File: src/rtl/serial_a_paralelo.sv
// -----------------------------------------------------------------------------
// serial_a_paralelo
//
// Serial-to-parallel receiver for the parallel-to-serial link. It takes an
// MSB-first bit stream at bit rate, finds byte alignment from the comma symbol
// COM, and declares the link active after NCOM consecutive aligned commas.
// Once active, every non-comma byte is presented on data_out together with a
// one-cycle valid_out strobe. Commas received while active are idle fill.
//
// Parameters:
//   WIDTH : symbol width in bits
//   COM   : comma / idle symbol used for alignment
//   NCOM  : consecutive aligned commas required before active asserts (>= 1)
//
// Ports:
//   C         in   bit-rate clock, rising edge
//   R         in   asynchronous reset, active high
//   data_in   in   serial data, MSB of each symbol first
//   data_out  out  last received non-comma byte (holds across idles)
//   valid_out out  one-cycle strobe, data_out holds a new byte
//   active    out  link aligned and past the comma preamble
//   state_dbg out  current FSM state encoding, for observation only
//
// Handshake: valid_out is a push-only strobe with no ready; it is high for
// exactly one C cycle per delivered byte, and data_out is stable from that
// strobe until the next one.
// -----------------------------------------------------------------------------
module serial_a_paralelo #(
    parameter int              WIDTH = 8,
    parameter logic [WIDTH-1:0] COM  = 8'hBC,
    parameter int              NCOM  = 4
) (
    input  logic             C,
    input  logic             R,
    input  logic             data_in,
    output logic [WIDTH-1:0] data_out,
    output logic             valid_out,
    output logic             active,
    output logic [1:0]       state_dbg
);

    localparam int BCW = (WIDTH > 1) ? $clog2(WIDTH) : 1;
    localparam int CCW = $clog2(NCOM + 1);

    typedef enum logic [1:0] {
        UNALIGNED = 2'd0,
        ALIGNING  = 2'd1,
        ACTIVE    = 2'd2
    } state_t;

    state_t           state, state_n;
    logic [WIDTH-1:0] sr, sr_n;
    logic [BCW-1:0]   bc, bc_n;
    logic [CCW-1:0]   cc, cc_n, cc_inc;
    logic [WIDTH-1:0] data_n;
    logic             valid_n;
    logic             boundary;
    logic             is_com;

    // State register and all registered outputs.
    always_ff @(posedge C or posedge R) begin
        if (R) begin
            state     <= UNALIGNED;
            sr        <= '0;
            bc        <= '0;
            cc        <= '0;
            data_out  <= '0;
            valid_out <= 1'b0;
            active    <= 1'b0;
        end else begin
            state     <= state_n;
            sr        <= sr_n;
            bc        <= bc_n;
            cc        <= cc_n;
            data_out  <= data_n;
            valid_out <= valid_n;
            active    <= (state_n == ACTIVE);
        end
    end

    assign state_dbg = state;

    // Next-state and next-output logic.
    always_comb begin
        sr_n     = {sr[WIDTH-2:0], data_in};
        boundary = (bc == BCW'(WIDTH - 1));
        is_com   = (sr_n == COM);
        cc_inc   = cc + CCW'(1);

        state_n  = state;
        bc_n     = boundary ? '0 : bc + BCW'(1);
        cc_n     = cc;
        data_n   = data_out;
        valid_n  = 1'b0;

        case (state)
            UNALIGNED: begin
                // Bit phase is unknown here, so the comparison runs on every
                // edge; a hit fixes the byte-0 boundary at this very edge.
                bc_n = bc;
                if (is_com) begin
                    cc_n    = CCW'(1);
                    bc_n    = '0;
                    state_n = (NCOM == 1) ? ACTIVE : ALIGNING;
                end
            end
            ALIGNING: begin
                if (boundary) begin
                    if (is_com) begin
                        cc_n = cc_inc;
                        if (cc_inc == CCW'(NCOM)) begin
                            state_n = ACTIVE;
                        end
                    end else begin
                        // Broken preamble: drop back and start scanning on the
                        // next edge, not this one.
                        cc_n    = '0;
                        state_n = UNALIGNED;
                    end
                end
            end
            ACTIVE: begin
                // Only boundaries are inspected, so a comma pattern straddling
                // two data bytes is ignored.
                if (boundary && !is_com) begin
                    data_n  = sr_n;
                    valid_n = 1'b1;
                end
            end
            default: begin
                state_n = UNALIGNED;
                cc_n    = '0;
                bc_n    = '0;
            end
        endcase
    end

endmodule

File: config.mk
export PLATFORM = sky130hd
export DESIGN_NAME = serial_a_paralelo
export DESIGN_NICKNAME = d
export VERILOG_FILES = /design/src/rtl/serial_a_paralelo.sv
export SDC_FILE = /design/constraint.sdc
export NUM_CORES = 1
export LEC_CHECK = 0
export BUFFER_PORTS_ARGS = -buffer_cell sky130_fd_sc_hd__buf_2
export CORE_UTILIZATION = 50
export CTS_BUF_LIST = sky130_fd_sc_hd__clkbuf_2
export DETAILED_ROUTE_END_ITERATION = 12
export HOLD_SLACK_MARGIN = 0.1
export PLACE_DENSITY_LB_ADDON = 0.1
export RECOVER_POWER = 50
export SYNTH_ARGS = -nofsm -noshare
export SYNTH_HDL_FRONTEND = slang
export SYNTH_SLANG_ARGS = --single-unit
File: constraint.sdc
create_clock -name C -period 2.97 [get_ports C]
set_clock_uncertainty 0.15 [all_clocks]
set_input_delay 0.594 -clock C [delete_from_list [all_inputs] [get_ports C]]
set_output_delay 0.594 -clock C [all_outputs]
set_load 0.02 [all_outputs]
==> results by group <==
STA
  – Fin crit period: 1.89 ns
  – RSZ-0062 raised after global routing: false
  – Final hold vios: 0
  – Final Cycle Share: 0.636
  – FMAX: 0.530 GHz
  – Final slew viol count: 0
  – Hold WS: 0.227 ns
  – Setup TNS: 0 ns
  – Slew headroom: 0.384
  – Count of final setup violators: 0
  – Worst-Margin Slew: 0.923 ns

Die
  – Die outline width: 49.6 µm
  – Core area: 2040 µm²
  – Num rows: 16
  – Chip height: 49.6 µm
  – I/O Pins: 15
  – DIE AREA: 2460 µm²
  – Starting Density: 0.555

Job
  – Max Cap Viol: 0

Pwr
  – PwrDens: 449 nW/µm²
  – Leak pwr: 0.662 nW
  – Max IR drop VDD: 0.259 mV

Synth
  – Synth Register Bits: 25
  – Post-synth EDFFs: 0
  – Post-synthesis instance total: 94
  – Cell Area, Synth: 1130 µm²
  – Synth async-reset ratio: 1.00
  – Sequential fraction of the synthesis area: 0.552
  – Commonest register cell after synthesis: dfrtp_1
  – Synth Net Count: 106
  – Synthesized area per cell: 12.1 µm²
  – Unique masters post-synth: 25
  – Synth Warn #: 0

Route
  – Residual DRC: 0
  – Average wire per standard cell: 13.3 µm
  – DR vias/cell: 5.27
  – Via count: 727
  – DRT iter0 DRCs: 9
  – Final wirelength: 1840 µm
  – DRT antenna net count: 0
  – Detailed Routing Iterations Pass 1: 5

Critical path
  – Crit Reg-Reg Startpoint: sr[5]$_DFF_PP0_
  – Setup crit start: sr[5]$_DFF_PP0_
  – Kind of start point of the critical path: register
  – CP required: 3.08 ns
  – Worst-path fanout max: 9
  – Worst setup EP type: register
  – Crit path kind: reg2reg
  – Arrival @ worst endpoint: 2.00 ns

Placement
  – Post-Place Cell Area: 1230 µm²
  – GPL Wtd Cong: 0.801
  – Detailed Place HPWL: 1370 µm
  – Port Buf Inserts: 14

Clock network
  – CTS clock-pin slew for the worst setup and hold paths: 0.26 ns
  – Root Buffer: clkbuf_2
  – CTS Hold Bufs: 0
  – Total setup buffers inserted after CTS: 0
  – CTS tree: built
  – CTS H-tree lvls: 1
  – CTS resizes: 0
  – CTS sink cnt: 25
  – Clock latency at the later pin of the worst-skew pair: 0.36 ns
  – Maximum clock insertion buffer count: 2
  – Num CTS Buffers: 3

Final layout
  – Final Core Density: 0.615
  – Ant. Diodes: 0
  – Final nets: 124
  – Fill count: 172
  – Final Cell Area: 1260 µm²
  – Layout cells sized above 1: 0.243
  – Area growth syn-to-layout: 10.8%

Global routing
  – Grt ovf: 0
  – Largest net degree at the start of global routing: 26
  – First-pass GRT wire length: 3330 µm
  – Vias in the first global route: 703
  – Total GRT Usage: 0.183
  – Initial antenna violation count: 0

Run status
  – Outcome: finished, final reports clean

Hold path
  – Hold/Removal Path Class: in2async
==> layout by cell type, fill, tap and decap left out <==
cell type	instances
inv_6	1
nor2_1	3
a21oi_1	5
buf_2	13
xnor2_1	1
nor4b_2	1
a2bb2oi_1	1
inv_1	6
a21o_1	1
o21a_1	1
nand2_1	9
a211oi_1	1
and4_1	1
dfrtp_1	25
nor2b_1	2
o21ai_0	3
mux2_2	4
o2bb2ai_1	2
nand3_2	1
nand3_1	6
o21ai_2	2
o21ba_2	1
nand4_1	3
or4b_4	1
mux2_1	4
clkbuf_2	3
ha_1	9
clkbuf_1	1
==> Yosys cell counts, drive strengths merged (2+ instances only) <==
library cell	n	area (µm²)
o2bb2ai	2	17.5
dfrtp	25	626
nand4	3	18.8
o21ai	5	32.5
nand3	7	40.0
nor2	3	11.3
a21oi	5	25.0
inv	6	22.5
nor2b	2	12.5
ha	9	113
nand2	9	33.8
mux2	8	90.1
==> per-layer routing <==
metal	track usage	vias up	wire length, µm
li1	-	366	-
met1	0.270	344	970
met2	0.255	13	788
met3	0.0370	4	51
met4	0.0857	0	27
met5	0	-	0
==> cell type report <==
class / count / area [µm²] / area share
Tap cell: 27 / 33.8 / 0.0269
Sequential cell: 25 / 626 / 0.498
Multi-Input combinational cell: 62 / 482 / 0.383
Inverter: 6 / 22.5 / 0.0179
Clock buffer: 3 / 15.0 / 0.0120
Clock inverter: 1 / 8.76 / 0.00697
Timing Repair Buffer: 14 / 68.8 / 0.0548
==> power breakdown <==
part / leakage, nW / internal (mW) / switching [mW]
sequential: 0.332 / 0.353 / 0.0117
combinational: 0.312 / 0.0214 / 0.0369
clock: 0.0170 / 0.0351 / 0.107
total: 0.662 / 0.409 / 0.155
==> critical path, stage by stage (launching register included) <==
cell and delay, ns:
dfrtp_1 0.49, nor4b_2 0.38, nand2_1 0.18, nand3_2 0.23, mux2_2 0.36
==> flip-flops by register name, summed over array words and instances, names as in the netlist <==
| register | cells |
|---|---|
| active | 1 |
| valid_out | 1 |
| data_out | 8 |
| bc | 3 |
| cc | 3 |
| sr | 7 |
| state_dbg | 2 |
==> kinds of logic (layout without fill, tap and decap cells) <==
kind of cell,after synthesis,after routing,synth area share
DFF,25,25,0.552
muxes,8,8,0.0795
adders and majority gates,9,9,0.0993
and+or+nand+nor,27,27,0.136
xor gates and xnor gates,1,1,0.00773
AOI/OAI and AO/OA,17,17,0.103
buffers and inverters,7,24,0.0232
==> stage by stage <==
| stage | std cells | setup slack [ns] | total power [mW] |
|---|---|---|---|
| floorplan | 94 | 1.15 | 0.412 |
| global route | 138 | 0.894 | 0.598 |
| detailed placement | 134 | 0.872 | 0.429 |
| global placement | 134 | 0.919 | 0.427 |
| finish | 138 | 1.08 | 0.565 |
| CTS | 138 | 1.08 | 0.571 |
==> worst paths after layout <==
check	endpoint	slack (ns)	cells after the start
setup / recovery	data_out[0]$_DFFE_PP0P_	1.08	4
hold / removal	data_out[3]$_DFFE_PP0P_	0.23	2
setup reg to reg	data_out[0]$_DFFE_PP0P_	1.08	4
hold reg to reg	sr[2]$_DFF_PP0_	0.30	0
max in group asynchronous	state_dbg[0]$_DFF_PP0_	1.86	2
min in group C	sr[0]$_DFF_PP0_	0.23	1
Power figures use the tool's default switching activity.
